$ cat src/rtl/pc_sequencer_pkg.sv
// Shared encodings for the PC sequencer: next-PC ops, FSM states, cause codes, vectors.
// No logic; constants and types only.
// Imported by the sequencer top and its next-PC calculator.
package pc_sequencer_pkg;

    localparam logic [2:0] NPC_PLUS4  = 3'd0;
    localparam logic [2:0] NPC_BRANCH = 3'd1;
    localparam logic [2:0] NPC_JUMP   = 3'd2;
    localparam logic [2:0] NPC_JR     = 3'd3;
    localparam logic [2:0] NPC_ERET   = 3'd4;

    typedef enum logic [1:0] {
        ST_BOOT = 2'd0,
        ST_RUN  = 2'd1,
        ST_HALT = 2'd2
    } state_e;

    // Address-error-on-load cause, raised for a misaligned register jump.
    localparam logic [4:0] CAUSE_ADEL = 5'd4;

    localparam logic [31:0] DEF_RESET_VECTOR = 32'h0000_3000;
    localparam logic [31:0] DEF_EXC_VECTOR   = 32'h0000_4180;

endpackage

$ cat src/rtl/pc_sequencer_if.sv
// Fetch-side handshake bundle: PC plus valid/ready toward instruction fetch.
// No latency; wires only.
// The consumer backpressures by holding if_ready low; the PC is held until fire.
interface pc_sequencer_if #(
    parameter int XLEN = 32
);
    logic [XLEN-1:0] if_pc;
    logic            if_valid;
    logic            if_ready;

    modport master (
        output if_pc,
        output if_valid,
        input  if_ready
    );

    modport slave (
        input  if_pc,
        input  if_valid,
        output if_ready
    );
endinterface

$ cat src/rtl/pc_sequencer_npc_calc.sv
// Combinational next-PC target math and register-jump alignment check.
// Zero latency; purely combinational.
// No flow control of its own; the sequencer decides when the target is taken.
module pc_sequencer_npc_calc
    import pc_sequencer_pkg::*;
#(
    parameter int XLEN = 32
) (
    input  logic [XLEN-1:0] pc_i,
    input  logic [2:0]      npc_op_i,
    input  logic            br_taken_i,
    input  logic [25:0]     imm26_i,
    input  logic [XLEN-1:0] reg_addr_i,
    input  logic [XLEN-1:0] epc_i,
    output logic [XLEN-1:0] target_o,
    output logic            misalign_o
);

    logic [XLEN-1:0] pc4;
    logic [XLEN-1:0] br_off;

    assign pc4    = pc_i + XLEN'(4);
    // Branch offset is the low 16 immediate bits, word-scaled and sign-extended.
    assign br_off = {{(XLEN-18){imm26_i[15]}}, imm26_i[15:0], 2'b00};

    // Select the target for the op; unknown encodings fall back to sequential.
    always_comb begin
        target_o = pc4;
        case (npc_op_i)
            NPC_BRANCH: target_o = br_taken_i ? (pc4 + br_off) : pc4;
            NPC_JUMP:   target_o = {pc4[XLEN-1:28], imm26_i, 2'b00};
            NPC_JR:     target_o = reg_addr_i;
            NPC_ERET:   target_o = epc_i;
            default:    target_o = pc4;
        endcase
    end

    assign misalign_o = (npc_op_i == NPC_JR) && (reg_addr_i[1:0] != 2'b00);

endmodule

$ cat src/rtl/pc_sequencer.sv
// Registered PC sequencer: BOOT/RUN/HALT FSM, exception entry with EPC/cause capture.
// New PC visible one cycle after fire or exception; all outputs are registers.
// PC holds while if_ready is low; if_valid is high only in RUN.
module pc_sequencer
    import pc_sequencer_pkg::*;
#(
    parameter int               XLEN         = 32,
    parameter logic [XLEN-1:0]  RESET_VECTOR = XLEN'(DEF_RESET_VECTOR),
    parameter logic [XLEN-1:0]  EXC_VECTOR   = XLEN'(DEF_EXC_VECTOR),
    parameter int               CAUSE_W      = 5
) (
    input  logic               clk,
    input  logic               rst_n,
    pc_sequencer_if.master     fetch,
    input  logic [2:0]         npc_op,
    input  logic               br_taken,
    input  logic [25:0]        imm26,
    input  logic [XLEN-1:0]    reg_addr,
    input  logic               exc_req,
    input  logic [CAUSE_W-1:0] exc_code,
    input  logic               halt_req,
    input  logic               resume,
    output logic [XLEN-1:0]    epc,
    output logic [CAUSE_W-1:0] cause,
    output logic               in_exc,
    output logic               halted
);

    state_e             state_q;
    logic [XLEN-1:0]    pc_q;
    logic               valid_q;
    logic [XLEN-1:0]    epc_q;
    logic [CAUSE_W-1:0] cause_q;
    logic               in_exc_q;
    logic               halted_q;

    logic [XLEN-1:0]    target;
    logic               misalign;
    logic               fire;
    logic               take_exc_d;
    logic [CAUSE_W-1:0] cause_d;

    pc_sequencer_npc_calc #(.XLEN(XLEN)) u_npc_calc (
        .pc_i       (pc_q),
        .npc_op_i   (npc_op),
        .br_taken_i (br_taken),
        .imm26_i    (imm26),
        .reg_addr_i (reg_addr),
        .epc_i      (epc_q),
        .target_o   (target),
        .misalign_o (misalign)
    );

    // valid_q is only set in RUN, so fire implies RUN.
    assign fire = valid_q & fetch.if_ready;

    // External requests outrank a misaligned register jump; neither is seen in BOOT.
    assign take_exc_d = (state_q != ST_BOOT) && (exc_req || (fire && misalign));
    assign cause_d    = exc_req ? exc_code : CAUSE_W'(CAUSE_ADEL);

    // Sequencing FSM with all outputs registered alongside the state.
    always_ff @(posedge clk or negedge rst_n) begin
        if (!rst_n) begin
            state_q  <= ST_BOOT;
            pc_q     <= RESET_VECTOR;
            valid_q  <= 1'b0;
            epc_q    <= '0;
            cause_q  <= '0;
            in_exc_q <= 1'b0;
            halted_q <= 1'b0;
        end else begin
            case (state_q)
                ST_BOOT: begin
                    state_q <= ST_RUN;
                    valid_q <= 1'b1;
                end
                ST_RUN, ST_HALT: begin
                    if (take_exc_d) begin
                        pc_q     <= EXC_VECTOR;
                        cause_q  <= cause_d;
                        in_exc_q <= 1'b1;
                        state_q  <= ST_RUN;
                        valid_q  <= 1'b1;
                        halted_q <= 1'b0;
                        // A nested exception keeps the original return address.
                        if (!in_exc_q) begin
                            epc_q <= pc_q;
                        end
                    end else if (state_q == ST_RUN && halt_req) begin
                        // The pending op is dropped; the same PC is refetched on resume.
                        state_q  <= ST_HALT;
                        valid_q  <= 1'b0;
                        halted_q <= 1'b1;
                    end else if (state_q == ST_HALT && resume) begin
                        state_q  <= ST_RUN;
                        valid_q  <= 1'b1;
                        halted_q <= 1'b0;
                    end else if (fire) begin
                        pc_q <= target;
                        if (npc_op == NPC_ERET) begin
                            in_exc_q <= 1'b0;
                        end
                    end
                end
                default: begin
                    state_q  <= ST_BOOT;
                    valid_q  <= 1'b0;
                    halted_q <= 1'b0;
                end
            endcase
        end
    end

    assign fetch.if_pc    = pc_q;
    assign fetch.if_valid = valid_q;
    assign epc            = epc_q;
    assign cause          = cause_q;
    assign in_exc         = in_exc_q;
    assign halted         = halted_q;

endmodule

$ cat src/flat_wrapper.sv
// flat-port wrapper written by rule: the top's interface ports become plain ports
module pc_sequencer_flat import pc_sequencer_pkg::*;
#(
    parameter int               XLEN         = 32,
    parameter logic [XLEN-1:0]  RESET_VECTOR = XLEN'(DEF_RESET_VECTOR),
    parameter logic [XLEN-1:0]  EXC_VECTOR   = XLEN'(DEF_EXC_VECTOR),
    parameter int               CAUSE_W      = 5
)
  (clk, rst_n, npc_op, br_taken, imm26, reg_addr, exc_req, exc_code, halt_req, resume, epc, cause, in_exc, halted, fetch_if_pc, fetch_if_valid, fetch_if_ready);
  pc_sequencer_if #(.XLEN(XLEN)) fetch_i ();
  input  logic clk;
  input  logic rst_n;
  input  logic [2:0] npc_op;
  input  logic br_taken;
  input  logic [25:0] imm26;
  input  logic [XLEN-1:0] reg_addr;
  input  logic exc_req;
  input  logic [CAUSE_W-1:0] exc_code;
  input  logic halt_req;
  input  logic resume;
  output logic [XLEN-1:0] epc;
  output logic [CAUSE_W-1:0] cause;
  output logic in_exc;
  output logic halted;
  output wire logic [$bits(fetch_i.if_pc)-1:0] fetch_if_pc;
  output wire logic [$bits(fetch_i.if_valid)-1:0] fetch_if_valid;
  input wire logic [$bits(fetch_i.if_ready)-1:0] fetch_if_ready;
  assign fetch_if_pc = fetch_i.if_pc;
  assign fetch_if_valid = fetch_i.if_valid;
  assign fetch_i.if_ready = fetch_if_ready;
  pc_sequencer #(.XLEN(XLEN), .RESET_VECTOR(RESET_VECTOR), .EXC_VECTOR(EXC_VECTOR), .CAUSE_W(CAUSE_W)) u_core (.clk(clk), .rst_n(rst_n), .fetch(fetch_i), .npc_op(npc_op), .br_taken(br_taken), .imm26(imm26), .reg_addr(reg_addr), .exc_req(exc_req), .exc_code(exc_code), .halt_req(halt_req), .resume(resume), .epc(epc), .cause(cause), .in_exc(in_exc), .halted(halted));
endmodule
$ cat config.mk
export PLATFORM = sky130hd
export DESIGN_NAME = pc_sequencer_flat
export DESIGN_NICKNAME = d
export VERILOG_FILES = /design/src/rtl/pc_sequencer_pkg.sv /design/src/rtl/pc_sequencer_if.sv /design/src/rtl/pc_sequencer_npc_calc.sv /design/src/rtl/pc_sequencer.sv /design/src/flat_wrapper.sv
export SDC_FILE = /design/constraint.sdc
export NUM_CORES = 1
export LEC_CHECK = 0
export BUFFER_PORTS_ARGS = -buffer_cell sky130_fd_sc_hd__buf_2
export CAP_MARGIN = 30
export CORE_MARGIN = 8
export CORE_UTILIZATION = 60
export DETAILED_ROUTE_END_ITERATION = 8
export HOLD_SLACK_MARGIN = 0.15
export PLACE_DENSITY = 0.92
export SLEW_MARGIN = 15
export SYNTH_ARGS = -nofsm -noshare
export SYNTH_HDL_FRONTEND = slang
export SYNTH_SLANG_ARGS = --single-unit
export TNS_END_PERCENT = 5
$ cat constraint.sdc
create_clock -name clk -period 6.4 [get_ports clk]
set_input_delay 1.28 -clock clk [delete_from_list [all_inputs] [get_ports clk]]
set_output_delay 1.28 -clock clk [all_outputs]
set_load 0.01 [all_outputs]
==> impl_metrics.ini, run 1 <==
[clock_network]
post_cts_resized = 0
cts_buffer_depth = 2
cts_root_buf = clkbuf_8
numCtsBuffers = 9
postCtsSetupRepairBufs = 0
cts_sinks = 74
htreeDepth = 3
clk_latency_ns = 0.37
cts_hold_buffers = 0
cts_tree = built
clk_pin_slew_ns = 0.08

[worst_hold_path]
hold_end = u_core.cause[1]
min_delay_path_depth = 2
worstHoldStart = u_core.cause[1]
hp-class = reg -> reg

[layout]
syn2layout_area_growth_pct = 16.3
post-route-util = 0.715
fillers = 804
antenna_cells = 0
fin_nets = 949
drive_gt1_frac = 0.288

[synth]
netlist_instances = 705
syn_avg_cell_area_sq_um = 8.96
yosys.area_share.simple = 0.165
yosysUniqueCellTypes = 77
synth.area.top_cells = dfrtp_1, mux2_2, ha_1
synth_compound_area_frac = 0.243
synthAdderAreaFrac = 0.0804
synth_area_sq_mm = 0.00632
synth_edf_count = 0
yosysTopAreaCell = dfrtp_1
synth_top_family_by_area = compound AO/OA/AOI/OAI gates
synth_ff_type = dfrtp_1
syn_nets = 818
synth_top_area_share = 0.285
ys_ff_latch = 74
muxShareOfSynthArea = 0.105
seq_area_frac_synth = 0.294
yosys_warnings = 0
synth-xor-area-share = 0.0721
async_flop_share = 1.00

[timing]
max_freq_ghz = 0.218
setup_slack_ns = 1.82
worstMarginPinSlew_ns = 0.834
tns_ns = 0
finClkSkew_ns = 0.0155
hold_violations = 0
setup_viol = 0
relSlewSlack = 0.442
min_period_ns = 4.58
maxSlewViolCount = 0
fin_crit_sh = 0.716
timing.hold.ws_ns = 0.485
rsz0062_at_grt = false

[global_routing]
grt_pass1_vias = 6553
grt_usage = 0.287
busiest_layer = met2
use_met3 = 0.0595
antenna_found_initial = 0
grt_max_degree = 75
grt_util_met1 = 0.339
grt_use_met2 = 0.482
grt_overflow_total = 0
grt_pass1_wl_um = 33600

[setup_path]
end_kind = register
critPathMaxFanout = 32
worstPathCellList = buf_2, nand2b_2, or3_1, a21oi_2, nand2_1, nor2_2, buf_4, mux2_2
crit_required_ns = 6.65
start_kind = input pin
cpMaxStageDelayCell = buf_2
reg2reg_to = u_core.fetch.if_pc[31]
critPathMaxStageDelay_ns = 0.61
critical_path_class = in -> reg
worstRegToRegCells = 14
reg2reg_from = u_core.fetch.if_pc[8]
crit_arrival_ns = 4.83
ff2ff_setup_slack_ns = 2.06

[placed_design]
gp_congestion = 0.971
portBuffers = 144
pre_cts_slack_ns = 1.47
dp_hpwl_um = 14900

[drt]
drc_errors = 0
drt-vias-per-instance = 6.73
routedWlPerCell_um = 21.1
drt_wl_total_um = 20600
initialDrtViolationCount = 779
drt_first_pass_iters = 8
vias = 6572
drtAntennaViolNets = 0

[job]
drv_cap = 0

[floorplanning]
die_h_um = 119
core_sq_mm = 0.0103
num_rows = 37
io_pins = 145
die_area_sq_mm = 0.0141
initial_core_util = 0.615
die_w_um = 119

[pwr]
cellLeakagePower_nw = 3.54
totalPowerFinal_w = 0.00312
power_density_mw_per_mm2 = 425
ir_drop_v = 0.000212

[run_status]
status = finished, final reports clean
[cells in the mapped netlist (16+ instances only)]
master     n
nand3_1   27
clkbuf_1  16
nor2_1    52
nand2_1   64
dfrtp_1   72
xnor2_1   31
mux2_2    51
a222oi_1  19
ha_1      39
o21ai_0   47
a21oi_1   36
a21o_1    21
xor2_1    21
inv_1     18
[report_power, final]
part	switching, W	total, W	internal, W	leakage, nW
combinational	0.000996	0.00174	0.000744	2.46
clock	0.000196	0.000453	0.000257	0.116
sequential	0.000264	0.000929	0.000665	0.962
[stage by stage]
| step | cell area, sq um | instances |
|---|---|---|
| after detailed placement | 7080 | 959 |
| final | 7350 | 976 |
| after global placement | 7080 | 959 |
| after global routing | 7350 | 976 |
| after CTS | 7310 | 974 |
| after floorplan | 6320 | 705 |
[cell families after synthesis]
logic type,after synthesis
AO/OA/AOI/OAI,217
AND/OR/NAND/NOR,212
flip-flops,74
multiplexers,60
XOR/XNOR,52
buffers and inverters,50
adder cells (fa/ha/maj),40
[sequential cells by signal, summed over array words and instances (netlist names)]
signal	cells
u_core.epc	32
u_core.cause	5
u_core.halted	1
u_core.fetch.if_pc	32
u_core.fetch.if_valid	1
u_core.in_exc	1
u_core.state_q	2
[layout by cell type, fill, tap and decap left out, types with 4 or more instances in the layout]
master and n:
a21o_1 21, a21oi_1 36, a221oi_1 5, a222oi_1 19
a22o_1 11, a31oi_1 12, and2_1 4, and3_1 13
and4_1 5, buf_2 143, buf_4 8, clkbuf_8 9
dfrtp_1 72, ha_1 39, inv_1 18, mux2_2 51
mux2i_1 8, nand2_1 64, nand2b_1 7, nand3_1 27
nand4_1 6, nor2_1 50, nor2b_1 7, nor3_1 10
o211ai_1 4, o21ai_0 47, o21ai_1 5, o22ai_1 10
o31ai_1 4, xnor2_1 31, xor2_1 21
[worst max path at each step]
stage | startpoint | endpoint | cells past startpoint
6_report | npc_op[0] | u_core.epc[22] | 8
5_1_grt | npc_op[0] | u_core.epc[31] | 8
4_1_cts | npc_op[0] | u_core.epc[31] | 8
3_5_place_dp | npc_op[0] | u_core.epc[22] | 8
3_3_place_gp | npc_op[0] | u_core.epc[0] | 8
2_1_floorplan | u_core.fetch.if_pc[4] | u_core.fetch.if_pc[31] | 16
[final cells by class]
class	instances	area, sq um	area share
Clock inverter	5	104	0.0141
Clock buffer	10	128	0.0174
Timing Repair Buffer	152	803	0.109
Inverter	18	67.6	0.00920
Multi-Input combinational cell	581	4220	0.574
Sequential cell	74	1850	0.252
Tap cell	136	170	0.0232
[per-layer routing]
metal	share of wire	wire, um
met1	0.37	7540
met4	0.038	779
met5	0	0
met2	0.49	10000
met3	0.11	2260
[critical path, delay by kind of cell]
kind	cells	cell delay (ns)
compound gates	1	0.59
simple gates	4	1.50
buf+inv	2	1.05
mux	1	0.39
Power figures use the tool's default switching activity.
==> run 2: changes to the inputs <==
- ABC_AREA: default -> 1
- CORE_UTILIZATION: 60 -> 51
- PLACE_DENSITY: 0.92 -> 0.83
- clock period: 6.4 -> 4.2 ns (I/O delays scaled with it)
==> run 2 against run 1 <==
Against the previous run: clock power rose by 79%; wire length increased by 22%; area after synthesis up 8.2%; final area increased by 9.8%; non-clock buffer count shrank 1; first-iteration DRC count up 28%; sequential share of layout area shrank 2.3 points; clock skew fell by 0.0085 ns; count of clock-buffer cells in the layout down 1; sequential power increased by 41%; flip-flop and latch count is the same; critical path type is now reg -> reg; critical endpoint is now u_core.fetch.if_pc[29]; largest power group unchanged.
==> impl_metrics.ini, run 2 <==
[setup_path]
end_kind = register
critPathMaxFanout = 6
crit_required_ns = 4.43
start_kind = register
crit_arrival_ns = 3.77
critical_path_class = reg -> reg

[timing]
timing.hold.ws_ns = 0.328
finClkSkew_ns = 0.00696
setup_slack_ns = 0.661
tns_ns = 0
max_freq_ghz = 0.283
worstMarginPinSlew_ns = 0.753
fin_crit_sh = 0.843
min_period_ns = 3.54
relSlewSlack = 0.498
setup_viol = 0
maxSlewViolCount = 0
hold_violations = 0
rsz0062_at_grt = false

[drt]
drt_first_pass_iters = 6
vias = 7948
drt-vias-per-instance = 5.61
routedWlPerCell_um = 17.8
drc_errors = 0
drtAntennaViolNets = 0
drt_wl_total_um = 25200
initialDrtViolationCount = 999

[clock_network]
postCtsSetupRepairBufs = 0
htreeDepth = 3
cts_root_buf = clkbuf_16
cts_hold_buffers = 0
clk_latency_ns = 0.35
post_cts_resized = 0
cts_tree = built
cts_buffer_depth = 2
numCtsBuffers = 9
cts_sinks = 74
clk_pin_slew_ns = 0.06

[floorplanning]
num_rows = 42
initial_core_util = 0.520
core_sq_mm = 0.0131
die_h_um = 132
io_pins = 145
die_w_um = 132
die_area_sq_mm = 0.0174

[layout]
fin_nets = 1349
syn2layout_area_growth_pct = 18.1
drive_gt1_frac = 0.155
final_common_cell = nand2_1
antenna_cells = 0
final_cell_area_sq_mm = 0.00807
final_cell_mix = nand2_1, inv_1, buf_2

[global_routing]
antenna_found_initial = 0
grt_max_degree = 75
grt_pass1_vias = 7495
grt_usage = 0.285
grt_overflow_total = 0
grt_pass1_wl_um = 39800

[synth]
synth_area_sq_mm = 0.00683
yosysUniqueCellTypes = 43
syn_nets = 1212
synthTopCellsByCount = nand2_1, inv_1, nand3_1
ys_ff_latch = 74
netlist_instances = 1099
synth.area.top_cells = dfrtp_1, nand2_1, inv_1
synth_edf_count = 0
seq_area_frac_synth = 0.271
async_flop_share = 1.00
synth_ff_type = dfrtp_1
yosys_warnings = 0
syn_avg_cell_area_sq_um = 6.22
synth_top_area_share = 0.264
yosysTopAreaCell = dfrtp_1
yosysMostFrequentCell = nand2_1

[pwr]
ir_drop_v = 0.000474
power_density_mw_per_mm2 = 588
cellLeakagePower_nw = 4.59

[placed_design]
postPlaceCellArea_sq_mm = 0.00770
portBuffers = 144
dp_hpwl_um = 20100
gp_congestion = 0.988
pre_cts_slack_ns = 0.723

[job]
drv_cap = 0

[run_status]
status = finished, final reports clean

[worst_hold_path]
hp-class = in -> async
==> run 2: cell count changes after synthesis, sizes merged, moves of 30 or more <==
cell,before,now
nand3,28,93
nor2,52,82
mux2,52,0
xnor2,31,1
inv,18,160
nand2,64,384
==> run 2: cell families (layout without fill, tap and decap cells) <==
kind of cell,count (synthesis),in the layout,synth area share
buffers and inverters,185,327,0.105
adders and majority gates,40,40,0.0744
DFF,74,74,0.271
AOI/OAI and AO/OA,181,181,0.157
and+or+nand+nor,602,602,0.370
xor gates and xnor gates,17,17,0.0218
==> run 2: layout make-up <==
type | instances | area (sq um)
timing repair buffer | 151 | 816
multi-input combinational | 840 | 4270
sequential | 74 | 1850
fill | 1319 | 5070
inverter | 160 | 601
tap | 176 | 220
clock inverter | 7 | 83.8
clock buffer | 9 | 225
==> run 2: stage by stage <==
step / power [W] / utilization / instances
6_report: 0.00474 / 0.614 / 1417
5_1_grt: 0.00510 / 0.614 / 1417
4_1_cts: 0.00468 / 0.610 / 1415
3_5_place_dp: 0.00386 / 0.586 / 1399
3_3_place_gp: 0.00383 / 0.586 / 1399
2_1_floorplan: 0.00293 / - / 1099
==> run 2: path summary, 6_finish.rpt <==
path                                  startpoint                endpoint  slack [ns]  depth (start not counted)
setup / recovery           u_core.fetch.if_pc[3]  u_core.fetch.if_pc[29]        0.66                         17
hold / removal                             rst_n   u_core.fetch.if_valid        0.33                          1
setup reg to reg           u_core.fetch.if_pc[3]  u_core.fetch.if_pc[29]        0.66                         17
hold reg to reg                  u_core.cause[4]         u_core.cause[4]        0.49                          2
max in group asynchronous                  rst_n  u_core.fetch.if_pc[13]        3.29                          2
min in group clk                 u_core.cause[4]         u_core.cause[4]        0.49                          2
==> run 2: worst max-delay path, stage by stage, from the launching register on <==
cell and delay (ns):
dfrtp_1 0.41, ha_1 0.24, nand3_1 0.20, nor2_1 0.19
nand3_1 0.13, nor2_1 0.24, xor2_1 0.34, ha_1 0.38
a21oi_1 0.27, o21ai_0 0.16, inv_1 0.07, nand2_1 0.08
a21oi_1 0.17, nand3_1 0.09, nand3_1 0.14, nand3_1 0.15
nand2_1 0.09, nand2_1 0.07
==> run 2: metal layers <==
layer  wire, um  up-vias  GRT usage
met1      11000     3658      0.384
li1           -     3835          -
met2      11000      414      0.445
met4        606        0     0.0887
met5          0        -          0
met3       2520       41     0.0629
==> run 2: where the power goes <==
group          switching [W]  internal, W
combinational        0.00172     0.000893
sequential          0.000322     0.000991
clock               0.000337     0.000473
